[src/rtl/imm_gen_pipe.sv]
// ---------------------------------------------------------------------------
// imm_gen_pipe
//
// Purpose:
//   Immediate generator with a small elastic output buffer. Each accepted
//   request carries a 32-bit instruction word and a format code. The block
//   pulls out the immediate field for that format and sign- or
//   zero-extends it to XLEN. It then queues the result in a DEPTH-entry
//   FIFO. The consumer drains the FIFO through a valid/ready handshake.
//
// Parameters:
//   XLEN   - width of the extended immediate (32 or 64)
//   DEPTH  - number of output buffer entries (2..8)
//
// Ports:
//   clk          in   single clock, rising edge
//   rst_n        in   asynchronous active-low reset
//   in_valid     in   request valid
//   in_ready     out  request accepted this cycle when in_valid is also 1
//   in_instr     in   32-bit instruction word
//   in_fmt       in   0=I 1=S 2=B 3=U 4=J 5=Z(CSR zimm) 6/7=illegal
//   in_unsigned  in   zero-extend instead of sign-extend
//   out_valid    out  buffer head holds a result
//   out_ready    in   consumer takes the head this cycle
//   out_imm      out  extended immediate at the buffer head
//   out_err      out  head entry came from an illegal format code
//   count        out  current buffer occupancy
// ---------------------------------------------------------------------------
module imm_gen_pipe #(
    parameter int XLEN  = 32,
    parameter int DEPTH = 2,
    localparam int CW   = $clog2(DEPTH + 1),
    localparam int PW   = (DEPTH > 1) ? $clog2(DEPTH) : 1
) (
    input  logic            clk,
    input  logic            rst_n,
    input  logic            in_valid,
    output logic            in_ready,
    input  logic [31:0]     in_instr,
    input  logic [2:0]      in_fmt,
    input  logic            in_unsigned,
    output logic            out_valid,
    input  logic            out_ready,
    output logic [XLEN-1:0] out_imm,
    output logic            out_err,
    output logic [CW-1:0]   count
);

    typedef enum logic [2:0] {
        FMT_I   = 3'd0,
        FMT_S   = 3'd1,
        FMT_B   = 3'd2,
        FMT_U   = 3'd3,
        FMT_J   = 3'd4,
        FMT_Z   = 3'd5,
        FMT_BAD6 = 3'd6,
        FMT_BAD7 = 3'd7
    } fmt_t;

    localparam logic [CW-1:0] DEPTH_C = CW'(DEPTH);
    localparam logic [PW-1:0] LAST_C  = PW'(DEPTH - 1);

    logic [XLEN-1:0] mem_imm [DEPTH];
    logic            mem_err [DEPTH];

    logic [PW-1:0]   wr_ptr;
    logic [PW-1:0]   rd_ptr;

    logic [XLEN-1:0] new_imm;
    logic            new_err;
    logic            ext_fill;
    logic            push;
    logic            pop;

    // Every signed format keeps its field MSB in instr[31], so one fill bit
    // covers I, S, B, U and J. Z is handled separately because it is always
    // zero-extended.
    assign ext_fill = ~in_unsigned & in_instr[31];

    // Start from a fully filled word and then overwrite the low bits with
    // the raw field. The upper bits then already hold the extension.
    always_comb begin
        new_imm = {XLEN{ext_fill}};
        new_err = 1'b0;
        case (fmt_t'(in_fmt))
            FMT_I: new_imm[11:0] = in_instr[31:20];
            FMT_S: new_imm[11:0] = {in_instr[31:25], in_instr[11:7]};
            FMT_B: new_imm[12:0] = {in_instr[31], in_instr[7],
                                    in_instr[30:25], in_instr[11:8], 1'b0};
            FMT_U: new_imm[31:0] = {in_instr[31:12], 12'b0};
            FMT_J: new_imm[20:0] = {in_instr[31], in_instr[19:12],
                                    in_instr[20], in_instr[30:21], 1'b0};
            FMT_Z: begin
                new_imm      = '0;
                new_imm[4:0] = in_instr[19:15];
            end
            default: begin
                new_imm = '0;
                new_err = 1'b1;
            end
        endcase
    end

    // While full, a request can still go in because the concurrent pop
    // frees a slot at the same edge. Ready is held low during reset.
    assign in_ready  = rst_n & ((count < DEPTH_C) | out_ready);
    assign push      = in_valid & in_ready;
    assign pop       = out_ready & (count != '0);
    assign out_valid = (count != '0);

    // Buffer storage is deliberately left out of the reset path. The head
    // is gated by out_valid so stale contents never reach the outputs.
    always_ff @(posedge clk) begin
        if (push) begin
            mem_imm[wr_ptr] <= new_imm;
            mem_err[wr_ptr] <= new_err;
        end
    end

    assign out_imm = out_valid ? mem_imm[rd_ptr] : '0;
    assign out_err = out_valid ? mem_err[rd_ptr] : 1'b0;

    // The pointers wrap at DEPTH-1 explicitly so that DEPTH values which
    // are not a power of two still behave as a true circular buffer.
    always_ff @(posedge clk or negedge rst_n) begin
        if (!rst_n) begin
            wr_ptr <= '0;
            rd_ptr <= '0;
            count  <= '0;
        end else begin
            if (push) begin
                wr_ptr <= (wr_ptr == LAST_C) ? '0 : wr_ptr + PW'(1);
            end
            if (pop) begin
                rd_ptr <= (rd_ptr == LAST_C) ? '0 : rd_ptr + PW'(1);
            end
            case ({push, pop})
                2'b10:   count <= count + CW'(1);
                2'b01:   count <= count - CW'(1);
                default: count <= count;
            endcase
        end
    end

endmodule

[config.mk]
export PLATFORM = sky130hd
export DESIGN_NAME = imm_gen_pipe
export DESIGN_NICKNAME = d
export VERILOG_FILES = /design/src/rtl/imm_gen_pipe.sv
export SDC_FILE = /design/constraint.sdc
export NUM_CORES = 1
export LEC_CHECK = 0
export CORE_ASPECT_RATIO = 0.5
export CORE_MARGIN = 8
export CORE_UTILIZATION = 54
export DETAILED_ROUTE_END_ITERATION = 10
export PLACE_DENSITY_LB_ADDON = 0.05
export SETUP_SLACK_MARGIN = 0.2
export SYNTH_ARGS = -nofsm -noshare
export SYNTH_HDL_FRONTEND = slang
export SYNTH_SLANG_ARGS = --single-unit
[constraint.sdc]
create_clock -name clk -period 5.5 [get_ports clk]
set_input_delay 1.1 -clock clk [delete_from_list [all_inputs] [get_ports clk]]
set_output_delay 1.1 -clock clk [all_outputs]
set_load 0.005 [all_outputs]
# Word level (Yosys, flattened, before mapping)
# Memories as Yosys holds them, arrays and structs flattened.
# Cells that the tools add are included.
# Widths: inputs -> output; s select.
# classes
n_bitwise	6
muxes	12
reduce_logical	8
magnitude_cmp	1
n_eq_ne	7
addsub	4
# op_table
operator	n
$pmux 12 s5	1
$mux 32	1
$pmux 8 s3	1
$pmux 11 s2	1
$eq 3x2->1 const B	2
$eq 3x3->1 const B	2
$mux 1	6
$reduce_or 6->1	1
$and 1x1->1	4
$pmux 2 s2	1
$reduce_bool 2->1	2
$reduce_or 2->1	2
$reduce_or 4->1	1
$eq 3x1->1 const B	1
$logic_not 3->1	1
$pmux 1 s3	1
$reduce_or 3->1	1
$add 1x1->1 const B	2
$add 2x1->2 const B	1
$eq 2x1->1 const B	1
$eq 2x2->1 const B	1
$lt 2x2->1 const B	1
$sub 2x1->2 const B	1
$not 1->1	1
$or 1x1->1	1
# word_totals
in_bits	40
regBits	4
mem_count	2
mem_bits_rw	66
output_inout_bits	37
# memory_table
name	words	word_bits	rd	rd_ports_with_merged_regs	write_ports	line_no	rtl
mem_imm	2	32	1	0	1	63	logic [XLEN-1:0] mem_imm [DEPTH];
mem_err	2	1	1	0	1	64	logic mem_err [DEPTH];

# Longest topological paths before layout
# logic_depth
ltp_word	6
mapped_depth	7

# Least setup slack after synthesis
# Ideal clock, no wire load.
# synth_timing
path_kind	input to register
start	input port out_ready
end	memory mem_err[0], enable pin
path_buffers	0
arrival_time_ns	2.771
stages	3
slack_ns	2.306
path_cell_list	nand2b_1 -> nand3_1 -> nor2_1
# synth_via
elab_chain_len	5
# synth_rtl
element	line_no	rtl
start, declared	43	input logic out_ready,
$or 1x1->1	106	assign in_ready = rst_n & ((count < DEPTH_C) | out_ready);
$and 1x1->1	106	
$and 1x1->1	107	assign push = in_valid & in_ready;
$mux 1	114	if (push) begin
$mux 1 (not written as such)	116	mem_err[wr_ptr] <= new_err;
end, declared	64	
# No other way between the ends.

# Worst setup path in the final report
# layout_timing
start	input port rst_n
end	output port in_ready
# layout_via
elab_chain_len	1
# layout_rtl
element	line_no	rtl
start, declared	36	input logic rst_n,
$and 1x1->1	106	
end, declared	38	output logic in_ready,
# No other way between the ends.

==> results.md <==
* Outcome: finished, final reports clean
* DR vias at 2159
* Vias/cell at 5.47
* Pwr Total at 2050 uW
* Most numerous cell in the Yosys netlist: edfxtp_1
* Crit path from: rst_n
* Final setup vio count at 0
* Fin cells at 395
* RSZ-0062 raised after global routing: false
* Largest cells by area after synthesis: edfxtp_1 (60%), mux2i_1 (11%), nor2_1 (4.2%), dfrtp_1 (3.0%), a21o_1 (2.3%)
* Crit Reg-Reg Endpoint: count[1]
* Hpwl dp at 4.63 mm
* Total die area at 9010 um2
* Diodes inserted at 0
* Kind of critical path: in -> out
* I/O Buffers at 69
* Crit path to: in_ready
* Yosys reg bits at 70
* Initial antenna violation count at 0
* Total Wirelength at 6.81 mm
* Period utilisation layout at 62.5%
* YS warnings at 0
* Clock Latency Late Sink at 0.32 ns
* Clock Tree Root: clkbuf_16
* Cell family with most CP delay: buffers and inverters
* WP data required at 4.40 ns
* Final Skew at 0.00507 ns
* WP data arrival at 2.34 ns
* Fmax achieved at 0.291 GHz
* Vias in the first global route at 2281
* CTS tree: built
* Cts repair resizes at 0
* Worst vdd ir at 0.332 mV
* CP Buf/Inv Count at 2
* Syn nets at 286
* Mapped Area at 3290 um2
* Leak Pwr at 0.00167 uW
* TritonCTS Buffers at 9
* Fill count at 428
* Total placed cells including tap cells at 379
* Worst hold path class: reg -> reg
* WP depth at 3
* Hold-fix buffers, CTS at 0
* CP endpoint kind: primary output
* Number of antenna-violating nets in the routed design at 0
* DR DRC count at 0
* Max-Cap Viols at 0
* Clk sinks at 70
* Hold Vio Cnt, Final at 0
* Setup Buffers After CTS at 0
* Final nets at 354
* RD Place Congestion at 0.800
* Power density over the cells at 471 nW/um2
* Final TNS setup at 0 ns
* Layout cell share with drive strength beyond 1 at 9.12%
* Die Wd at 126 um
* CP max FO at 6
* Global-route wire length before repair at 11.2 mm
* Ports at 77
* WL per Instance at 17.2 um
* EDFF count, synth at 66
* Post-synth top cells: edfxtp_1 (66), nor2_1 (37), mux2i_1 (36)
* Synth-to-layout area growth at 31.9%
* Crit-path cells: clkdlybuf4s50_1 -> and2_1 -> clkdlybuf4s50_1
* Worst R2R Setup Slack at 3.62 ns
* Netlist cell types at 38
* Prevailing post-synth register cell: edfxtp_1
* Min Clock Period, post-route at 3.44 ns
* Total Routing Usage GR at 15.8%
* Cells after synthesis at 245
* Worst-Margin Slew at 1.02 ns
* Synth Area per Inst at 13.4 um2
* Critical Path Start Type: input port
* Cells on worst reg2reg path at 6
* CTS HTree Levels at 3
* Sequential area share after synthesis at 63.2%
* Core ar. at 5980 um2
* DRT Pass-1 Iters at 4
* Largest net degree at the start of global routing at 35
* FP Rows at 20
* Slew headroom at 32.0%
* Worst path max stage delay at 0.59 ns
* Grt ovf at 0
* Top-area cell type share of the netlist area at 60.2%
* DRT iter0 DRCs at 164
* Worst R2R Start: count[0]
* Max-slew violation count at 0
* Maximum clock path buffer count at 2
* Starting Density at 55.1%
* Slowest cell on the critical path: clkdlybuf4s50_1
* Clock transition at path regs at 0.05 ns
* Die height at 71.2 um
* Cell taking the most area after synthesis: edfxtp_1
* CP dominant cell by count: clkdlybuf4s50_1
* Synth async-reset ratio at 5.71%
where the power goes:
group	internal, uW	switching (uW)	total [uW]
logic	393	250	643
clock network	443	206	649
registers	665	90.5	755
total	1500	547	2050
worst min path at each step:
stage | slack [ns] | cells after the start | from | end
3_3_place_gp | 0.50 | 1 | wr_ptr | wr_ptr
5_1_grt | 0.56 | 1 | wr_ptr | wr_ptr
2_1_floorplan | 0.47 | 1 | wr_ptr | wr_ptr
6_report | 0.52 | 1 | wr_ptr | wr_ptr
4_1_cts | 0.52 | 1 | wr_ptr | wr_ptr
3_5_place_dp | 0.51 | 1 | wr_ptr | wr_ptr
flip-flops by register name, summed over array words and instances (netlist names):
name	cells
count	2
mem_err	2
mem_imm	64
rd_ptr	1
wr_ptr	1
metal layers:
metal	global-route usage (%)	routed length, um	up-vias
met3	6.07	494	2
met1	18.0	2800	1043
met5	0	0	-
met2	26.7	3500	71
met4	5.68	15	0
li1	-	-	1043
stage by stage:
stage / hold slack, ns / cell area, um2 / setup slack (ns) / utilization, %
floorplan: 0.468 / 3290 / 2.31 / -
global placement: 0.499 / 4010 / 2.05 / 67.0
CTS: 0.523 / 4350 / 2.03 / 72.7
detailed placement: 0.511 / 4010 / 2.04 / 67.0
global route: 0.556 / 4350 / 2.01 / 72.7
finish: 0.520 / 4350 / 2.06 / 72.7
kinds of logic after synthesis:
family | Yosys count | synth area share (%)
simple gates | 70 | 11.4
flops | 70 | 63.2
compound gates | 43 | 8.43
mux | 37 | 11.3
buf+inv | 17 | 3.42
xor+xnor | 6 | 1.60
fa+ha+maj | 2 | 0.722
placed cells by master, fill, tap and decap left out, drive strengths merged, types with 2 or more instances in the layout:
master,netlist,final
o21ai,4,4
a21oi,12,12
nand3,2,2
mux2i,36,36
nand2b,3,3
nor2b,12,12
a21o,10,10
bufinv,0,3
dfrtp,4,4
clkinv,0,2
buf,12,3
xnor2,4,4
o2bb2ai,4,4
clkbuf,3,10
xor2,2,2
and2,5,5
nand2,2,2
nor2,40,40
a31oi,4,4
nor3b,3,3
clkdlybuf4s50,0,69
inv,2,2
edfxtp,66,66
o22ai,6,6
final cells by class:
class,count,area (um2),share of cell area (%)
clock buffer,10,229,5.27
clock inverter,6,111,2.56
inverter,2,7.51,0.173
multi-input combinational,158,1100,25.4
sequential,70,2080,47.9
tap,77,96.3,2.22
timing repair buffer,72,713,16.4
(Power assumes the default switching activity.)
